## config.mk

```make
export PLATFORM = sky130hd
export DESIGN_NAME = mole_game_fsm
export DESIGN_NICKNAME = d
export VERILOG_FILES = /design/src/rtl/mole_game_fsm.sv
export SDC_FILE = /design/constraint.sdc
export NUM_CORES = 1
export LEC_CHECK = 0
export BUFFER_PORTS_ARGS = -buffer_cell sky130_fd_sc_hd__buf_4
export CORE_MARGIN = 1.5
export CORE_UTILIZATION = 55
export DETAILED_ROUTE_END_ITERATION = 16
export PLACE_DENSITY = 0.76
export SLEW_MARGIN = 20
export SYNTH_ARGS = -nofsm -noshare
export SYNTH_HDL_FRONTEND = slang
export SYNTH_SLANG_ARGS = --single-unit
```

## constraint.sdc

```tcl
create_clock -name clock -period 5.3 [get_ports clock]
set_clock_uncertainty 0.05 [all_clocks]
set_input_delay 0.53 -clock clock [delete_from_list [all_inputs] [get_ports clock]]
set_output_delay 0.53 -clock clock [all_outputs]
set_load 0.03 [all_outputs]
```

## src/rtl/mole_game_fsm.sv

```systemverilog
// Whack-a-mole game controller: pops moles at random holes, scores key hits,
// counts misses and ends the game after MAX_MISSES misses.
module mole_game_fsm #(
  parameter int unsigned DOWN_CYCLES = 25000000,
  parameter int unsigned UP_CYCLES   = 30000000,
  parameter int unsigned HIT_CYCLES  = 12500000,
  parameter int unsigned MAX_MISSES  = 3
) (
  input  logic       clock,
  input  logic       resetn,
  input  logic       play,
  input  logic [3:0] rand_num,
  input  logic [3:0] hit_key,
  output logic       mole_up,
  output logic [1:0] mole_hole,
  output logic [7:0] score,
  output logic [2:0] misses,
  output logic       game_over,
  output logic       hit_pulse
);

  typedef enum logic [2:0] {
    S_IDLE     = 3'd0,
    S_DOWN     = 3'd1,
    S_UP       = 3'd2,
    S_HIT      = 3'd3,
    S_GAMEOVER = 3'd4
  } state_t;

  localparam logic [24:0] DOWN_LAST  = 25'(DOWN_CYCLES - 1);
  localparam logic [24:0] UP_LAST    = 25'(UP_CYCLES - 1);
  localparam logic [24:0] HIT_LAST   = 25'(HIT_CYCLES - 1);
  localparam logic [2:0]  MISS_LIMIT = 3'(MAX_MISSES);

  function automatic logic [7:0] sat_inc8(input logic [7:0] v);
    logic [7:0] r;
    if (v == 8'd255) begin
      r = 8'd255;
    end else begin
      r = v + 8'd1;
    end
    return r;
  endfunction

  state_t      state_q, state_d;
  logic [24:0] timer_q, timer_d;
  logic [3:0]  key_prev_q, key_prev_d;
  logic [1:0]  mole_hole_q, mole_hole_d;
  logic [7:0]  score_q, score_d;
  logic [2:0]  misses_q, misses_d;
  logic        mole_up_q, mole_up_d;
  logic        game_over_q, game_over_d;
  logic        hit_pulse_q, hit_pulse_d;

  logic [3:0]  key_edge_s;
  logic        correct_edge_s;
  logic        down_done_s;
  logic        up_done_s;
  logic        hit_done_s;
  logic [2:0]  misses_inc_s;
  logic        unused_rand_s;

  // Only the two low LFSR bits pick a hole.
  assign unused_rand_s  = ^rand_num[3:2];
  assign key_edge_s     = hit_key & ~key_prev_q;
  assign correct_edge_s = key_edge_s[mole_hole_q];
  assign down_done_s    = (timer_q == DOWN_LAST);
  assign up_done_s      = (timer_q == UP_LAST);
  assign hit_done_s     = (timer_q == HIT_LAST);
  assign misses_inc_s   = misses_q + 3'd1;

  // State register and all output/datapath flops, synchronous active-low reset.
  always_ff @(posedge clock) begin
    if (!resetn) begin
      state_q     <= S_IDLE;
      timer_q     <= 25'd0;
      key_prev_q  <= 4'd0;
      mole_hole_q <= 2'd0;
      score_q     <= 8'd0;
      misses_q    <= 3'd0;
      mole_up_q   <= 1'b0;
      game_over_q <= 1'b0;
      hit_pulse_q <= 1'b0;
    end else begin
      state_q     <= state_d;
      timer_q     <= timer_d;
      key_prev_q  <= key_prev_d;
      mole_hole_q <= mole_hole_d;
      score_q     <= score_d;
      misses_q    <= misses_d;
      mole_up_q   <= mole_up_d;
      game_over_q <= game_over_d;
      hit_pulse_q <= hit_pulse_d;
    end
  end

  // Next-state logic; play=0 overrides every other transition in an active game.
  always_comb begin
    state_d = state_q;
    case (state_q)
      S_IDLE: begin
        if (play) begin
          state_d = S_DOWN;
        end else begin
          state_d = S_IDLE;
        end
      end
      S_DOWN: begin
        if (!play) begin
          state_d = S_IDLE;
        end else if (down_done_s) begin
          state_d = S_UP;
        end else begin
          state_d = S_DOWN;
        end
      end
      S_UP: begin
        if (!play) begin
          state_d = S_IDLE;
        end else if (correct_edge_s) begin
          state_d = S_HIT;
        end else if (up_done_s) begin
          if (misses_inc_s == MISS_LIMIT) begin
            state_d = S_GAMEOVER;
          end else begin
            state_d = S_DOWN;
          end
        end else begin
          state_d = S_UP;
        end
      end
      S_HIT: begin
        if (!play) begin
          state_d = S_IDLE;
        end else if (hit_done_s) begin
          state_d = S_DOWN;
        end else begin
          state_d = S_HIT;
        end
      end
      S_GAMEOVER: begin
        if (!play) begin
          state_d = S_IDLE;
        end else begin
          state_d = S_GAMEOVER;
        end
      end
      default: begin
        state_d = S_IDLE;
      end
    endcase
  end

  // Datapath: timer restarts on every state change; score/misses/hole update on transitions.
  always_comb begin
    key_prev_d  = hit_key;
    timer_d     = timer_q + 25'd1;
    score_d     = score_q;
    misses_d    = misses_q;
    mole_hole_d = mole_hole_q;
    if (state_d != state_q) begin
      timer_d = 25'd0;
    end else begin
      timer_d = timer_q + 25'd1;
    end
    if ((state_q == S_IDLE) && (state_d == S_DOWN)) begin
      score_d  = 8'd0;
      misses_d = 3'd0;
    end else if ((state_q == S_UP) && (state_d == S_HIT)) begin
      score_d  = sat_inc8(score_q);
      misses_d = misses_q;
    end else if ((state_q == S_UP) && ((state_d == S_DOWN) || (state_d == S_GAMEOVER))) begin
      score_d  = score_q;
      misses_d = misses_inc_s;
    end else begin
      score_d  = score_q;
      misses_d = misses_q;
    end
    if ((state_q == S_DOWN) && (state_d == S_UP)) begin
      mole_hole_d = rand_num[1:0];
    end else begin
      mole_hole_d = mole_hole_q;
    end
  end

  // Outputs are decoded from the next state so they line up with the registered state.
  always_comb begin
    mole_up_d   = (state_d == S_UP);
    game_over_d = (state_d == S_GAMEOVER);
    hit_pulse_d = (state_q == S_UP) && (state_d == S_HIT);
  end

  assign mole_up   = mole_up_q;
  assign mole_hole = mole_hole_q;
  assign score     = score_q;
  assign misses    = misses_q;
  assign game_over = game_over_q;
  assign hit_pulse = hit_pulse_q;

endmodule
```

==> results of run 1 <==
per-layer routing:
| layer | track usage | part of all wire | up-vias |
|---|---|---|---|
| met5 | 0 | 0 | - |
| met4 | 0.06000 | 0.012 | 0 |
| met3 | 0.04770 | 0.033 | 7 |
| met2 | 0.3070 | 0.45 | 25 |
| met1 | 0.2681 | 0.50 | 869 |
| li1 | - | - | 992 |
cell type report:
| class | instances | share of cell area |
|---|---|---|
| Clock buffer | 8 | 0.03430 |
| Timing Repair Buffer | 25 | 0.07146 |
| Tap cell | 50 | 0.02382 |
| Sequential cell | 48 | 0.3659 |
| Multi-Input combinational cell | 200 | 0.4874 |
| Inverter | 12 | 0.01715 |
worst max path at each step:
stage | start | end | slack, ps | cells after the start
2_1_floorplan | hit_key[3] | misses[2]$_SDFFE_PP0P_ | 2650 | 7
3_3_place_gp | hit_key[3] | timer_q[3]$_SDFF_PP0_ | 1960 | 8
6_report | timer_q[0]$_SDFF_PP0_ | timer_q[2]$_SDFF_PP0_ | 2020 | 8
3_5_place_dp | hit_key[3] | timer_q[2]$_SDFF_PP0_ | 1910 | 8
4_1_cts | timer_q[0]$_SDFF_PP0_ | timer_q[2]$_SDFF_PP0_ | 1940 | 8
5_1_grt | timer_q[0]$_SDFF_PP0_ | timer_q[13]$_SDFF_PP0_ | 1600 | 8
critical path, cell delays in order (launching register included):
cell	delay, ps
dfxtp_1	390
ha_1	250
and4_2	290
nand4_2	150
nor4_1	540
a211oi_1	200
xnor2_1	180
nand4_1	820
nor2_1	330
sequential cells by signal, indices dropped and copies added (netlist names):
signal      flops
game_over       1
hit_pulse       1
key_prev_q      4
misses          3
mole_hole       2
mole_up         1
score           8
state_q         3
timer_q        25
logic make-up (layout without fill, tap and decap cells):
| kind of cell | count (synthesis) | count (layout) | synth area share |
|---|---|---|---|
| and+or+nand+nor | 135 | 135 | 0.3119 |
| DFF | 48 | 48 | 0.4145 |
| AOI/OAI and AO/OA | 31 | 31 | 0.09768 |
| xor gates and xnor gates | 26 | 26 | 0.09822 |
| buffers and inverters | 19 | 45 | 0.03346 |
| adders and majority gates | 4 | 4 | 0.02159 |
| muxes | 4 | 4 | 0.02267 |
per-stage QoR:
stage               total power [W]  setup WS [ps]    util  std cells  instance area [sq um]
global placement          0.0003982           1957  0.6295        335                   2536
floorplan                 0.0003896           2648       -        267                   2318
finish                    0.0006112           2015  0.6519        343                   2626
detailed placement        0.0003989           1911  0.6295        335                   2536
global route              0.0006340           1601  0.6519        343                   2626
CTS                       0.0006152           1943  0.6519        343                   2626
where the power goes:
| part | switching (W) | internal, W | total (W) |
|---|---|---|---|
| Clock | 0.000114 | 0.000107 | 0.000221 |
| Combinational | 0.0000141 | 0.0000105 | 0.0000246 |
| Sequential | 0.00000222 | 0.000363 | 0.000366 |
| Total | 0.000131 | 0.000481 | 0.000611 |
synthesized netlist by cell type (2+ instances only):
cell type	instances	area (sq um)
dfxtp_1	48	960.9
nor2_1	43	161.4
nand2_1	17	63.81
nand3_1	14	70.07
xor2_1	14	122.6
inv_1	12	45.04
nand4_1	12	75.07
xnor2_1	12	105.1
and3_1	8	50.05
a21oi_1	6	30.03
and2_1	6	37.54
nor2b_1	6	37.54
a311oi_1	5	43.79
clkbuf_1	5	18.77
o21ai_0	5	25.02
a211oi_1	4	30.03
and2_2	4	30.03
and4_1	4	35.03
ha_1	4	50.05
nor3_1	4	20.02
nor4_1	4	25.02
mux2i_1	3	30.03
o21ba_1	2	20.02
o31a_1	2	17.52
or3_1	2	12.51
==> impl_metrics.json, run 1 <==
{
  "status": "completed",
  "hold_path_end": "key_prev_q[0]$_SDFF_PN0_",
  "coreArea_sq_um": 4029,
  "io_buffer_count": 24,
  "slew_viol_final": 0,
  "die-area_sq_um": 4614,
  "grt_max_degree": 26,
  "fill_cells": 382,
  "synth_seq_cells": 48,
  "max_freq_mhz": 304.4,
  "syn_nets": 282,
  "gp_congestion": 0.8821,
  "dieWidth_um": 67.93,
  "grt_pass1_wl_um": 7044,
  "vias": 1893,
  "cts_setup_buffers": 0,
  "multi_input_area_sq_um": 1280,
  "end_kind": "flip-flop",
  "avgSynthCellArea_sq_um": 8.683,
  "grt_pass1_vias": 1636,
  "synthCells": 267,
  "cts-root-buf": "clkbuf_8",
  "dr.pass1.iters": 4,
  "netlist_area_sq_um": 2318,
  "ys_seq_area_frac": 0.4145,
  "ff2ff_setup_slack_ps": 2020,
  "fp-row-count": 23,
  "first_iter_violations": 91,
  "drt-wirelength-per-cell_um": 12.62,
  "r2r_end": "timer_q[2]$_SDFF_PP0_",
  "antenna_found_initial": 0,
  "postRouteAntennaNets": 0,
  "hpwl_um": 3096,
  "final_common_cell": "dfxtp_1",
  "n_antenna_cell": 0,
  "clock_sinks": 48,
  "overflow": 0,
  "layout.nets": 307,
  "critPathRequiredTime_ps": 5460,
  "power_density_nw_per_um2": 232.7,
  "path_class": "flip-flop to flip-flop",
  "synth_flop_cell": "dfxtp_1",
  "async_reset_ff_frac": 0,
  "vias_per_cell": 5.519,
  "tns_ps": 0,
  "cts_tree": "yes",
  "worst_slew_pin_slew_ps": 1041,
  "grt_use_total": 0.1967,
  "cp_max_fo": 25,
  "hold_viol": 0,
  "cts_buffer_depth": 2,
  "rsz0062_at_grt": "no",
  "cts_buffers": 5,
  "hold_buffers": 0,
  "route.detailed.drc": 0,
  "drt_wl_total_um": 4329,
  "p_leak_nw": 0.9908,
  "initial_core_util": 0.5755,
  "pin_count": 27,
  "final-seq-area_sq_um": 960.9,
  "drive_gt1_frac": 0.1468,
  "syn_to_final_growth_pct": 13.28,
  "crit_arrival_ps": 3440,
  "whs_path_depth": 2,
  "h-tree-depth": 2,
  "min_period_ps": 3285,
  "insertion_delay_ps": 290,
  "yosys_warnings": 0,
  "reg2reg_depth": 8,
  "startpoint_type": "flip-flop",
  "max_cap_violations": 0,
  "layout_common_cells": "dfxtp_1 (48), nor2_1 (43), buf_4 (25), nand2_1 (17)",
  "setup_viol": 0,
  "min_path_type": "input pin to flip-flop",
  "max-vdd-ir-drop_uv": 149.1,
  "timing.final.crit_share": 0.6198,
  "clk_pin_slew_ps": 80,
  "hold_start": "hit_key[0]",
  "die_h_um": 67.93,
  "timing.hold.ws_ps": 394.4,
  "relSlewSlack": 0.3040,
  "cts_resized": 0,
  "synth_edf_count": 0,
  "synth.distinct_cells": 46,
  "timing.rr.start": "timer_q[0]$_SDFF_PP0_"
}
Power figures use the tool's default switching activity.
==> inputs of run 2 (changes only) <==
==> constraint.sdc (replaced) <==
create_clock -name clock -period 3.25 [get_ports clock]
set_clock_uncertainty 0.05 [all_clocks]
set_input_delay 0.325 -clock clock [delete_from_list [all_inputs] [get_ports clock]]
set_output_delay 0.325 -clock clock [all_outputs]
set_load 0.03 [all_outputs]
==> impl_metrics.json, run 2 (synthesis results as in run 1) <==
{
  "drive_gt1_frac": 0.1536,
  "insertion_delay_ps": 300,
  "pin_count": 27,
  "worst_slew_pin_slew_ps": 607.1,
  "critPathSlowestCell": "or3_1",
  "dieWidth_um": 67.93,
  "overflow": 0,
  "io_buffer_count": 24,
  "end_kind": "flip-flop",
  "power_density_nw_per_um2": 385.1,
  "dr.pass1.iters": 5,
  "grt_max_degree": 26,
  "relSlewSlack": 0.5916,
  "crit_path_start": "timer_q[0]$_SDFF_PP0_",
  "grt_pass1_wl_um": 7396,
  "setup_viol": 0,
  "crit_arrival_ps": 2850,
  "ff2ff_setup_slack_ps": 550,
  "cpLargestDelayFamily": "compound AO/OA/AOI/OAI gates",
  "path_class": "flip-flop to flip-flop",
  "cp_max_fo": 6,
  "largest_register": "timer_q",
  "hpwl_um": 3177,
  "layout.nets": 308,
  "grt_pass1_vias": 1667,
  "coreArea_sq_um": 4029,
  "timing.final.crit_share": 0.8310,
  "n_antenna_cell": 0,
  "hold_start": "hit_key[2]",
  "min_path_type": "input pin to flip-flop",
  "vias": 1927,
  "syn_to_final_growth_pct": 13.87,
  "first_iter_violations": 124,
  "timing.rr.start": "timer_q[0]$_SDFF_PP0_",
  "post-route-util": 0.6553,
  "fill_cells": 359,
  "critPathRequiredTime_ps": 3400,
  "cpMostUsedCell": "o31a_1",
  "final_common_cell": "dfxtp_1",
  "status": "completed",
  "drt_wl_total_um": 4516,
  "h-tree-depth": 2,
  "hold_viol": 0,
  "clk_pin_slew_ps": 90,
  "largest_reg_flops": 25,
  "max-vdd-ir-drop_uv": 311.8,
  "drt-wirelength-per-cell_um": 13.17,
  "die_h_um": 67.93,
  "p_leak_nw": 1.000,
  "route.detailed.drc": 0,
  "critPathMaxStageDelay_ps": 400,
  "path_buf_inv": 0,
  "path_cells": "ha_1 > and4_2 > nand4_2 > or3_1 > a32o_1 > o31a_1 > o31a_1 > o21ba_1",
  "min_period_ps": 2701,
  "initial_core_util": 0.5755,
  "tns_ps": 0,
  "multi_input_area_sq_um": 1280,
  "max_cap_violations": 0,
  "cts_buffer_depth": 2,
  "cts_resized": 0,
  "reg2reg_depth": 8,
  "gp_congestion": 0.9033,
  "rsz0062_at_grt": "no",
  "grt_use_total": 0.2105,
  "startpoint_type": "flip-flop",
  "vias_per_cell": 5.618,
  "fp-row-count": 23,
  "cts_buffers": 5,
  "final-seq-area_sq_um": 960.9,
  "postRouteAntennaNets": 0,
  "cts_tree": "yes",
  "clock_sinks": 48,
  "hold_buffers": 0,
  "die-area_sq_um": 4614,
  "slew_viol_final": 0,
  "cts_setup_buffers": 0,
  "antenna_found_initial": 0,
  "cts-root-buf": "clkbuf_8",
  "path_depth": 8,
  "layout_common_cells": "dfxtp_1 (48), nor2_1 (43), buf_4 (26), nand2_1 (17)",
  "whs_path_depth": 2,
  "max_freq_mhz": 370.3
}
## run 2: cell types whose count changed in the layout (fill, tap and decap cells not counted), sizes merged
cell	delta
clkbuf	-1
buf	+1
## run 2: path summary, 6_finish.rpt
path,end
max,misses[2]$_SDFFE_PP0P_
min,key_prev_q[2]$_SDFF_PN0_
max reg2reg,misses[2]$_SDFFE_PP0P_
min reg2reg,timer_q[0]$_SDFF_PP0_
## run 2: final cells by class
cell class | count | area share
timing repair buffer | 26 | 0.07393
sequential | 48 | 0.3640
inverter | 12 | 0.01706
tap | 50 | 0.02370
multi-input combinational | 200 | 0.4848
clock buffer | 7 | 0.03649
## run 2: where the power goes
part           leakage, nW   total, W  internal (W)  switching (W)
Clock               0.0503   0.000379      0.000190       0.000189
Sequential           0.388   0.000596      0.000593     0.00000331
Combinational        0.562  0.0000418     0.0000183      0.0000234
## run 2: metal layers
metal / part of all wire / global-route usage
met1: 0.49 / 0.2917
met2: 0.45 / 0.3180
met3: 0.056 / 0.05592
met4: 0.010 / 0.06750
met5: 0 / 0
## run 2: per-stage QoR
stage	instance area [sq um]	setup WS (ps)	hold slack, ps	std cells	total power [W]
2_1_floorplan	2318	622.7	379.7	267	0.0006353
3_3_place_gp	2544	583.4	392.7	336	0.0006507
3_5_place_dp	2544	557.1	407.1	336	0.0006513
4_1_cts	2640	562.5	181.8	343	0.001021
5_1_grt	2640	385.2	177.0	343	0.001056
6_report	2640	549.3	182.2	343	0.001017
## run 2: worst register-to-register path, cell delays in order, from the launching register on
cell and delay, ps:
dfxtp_1 380, ha_1 240, and4_2 280, nand4_2 150, or3_1 400, a32o_1 280, o31a_1 370, o31a_1 300
o21ba_1 170
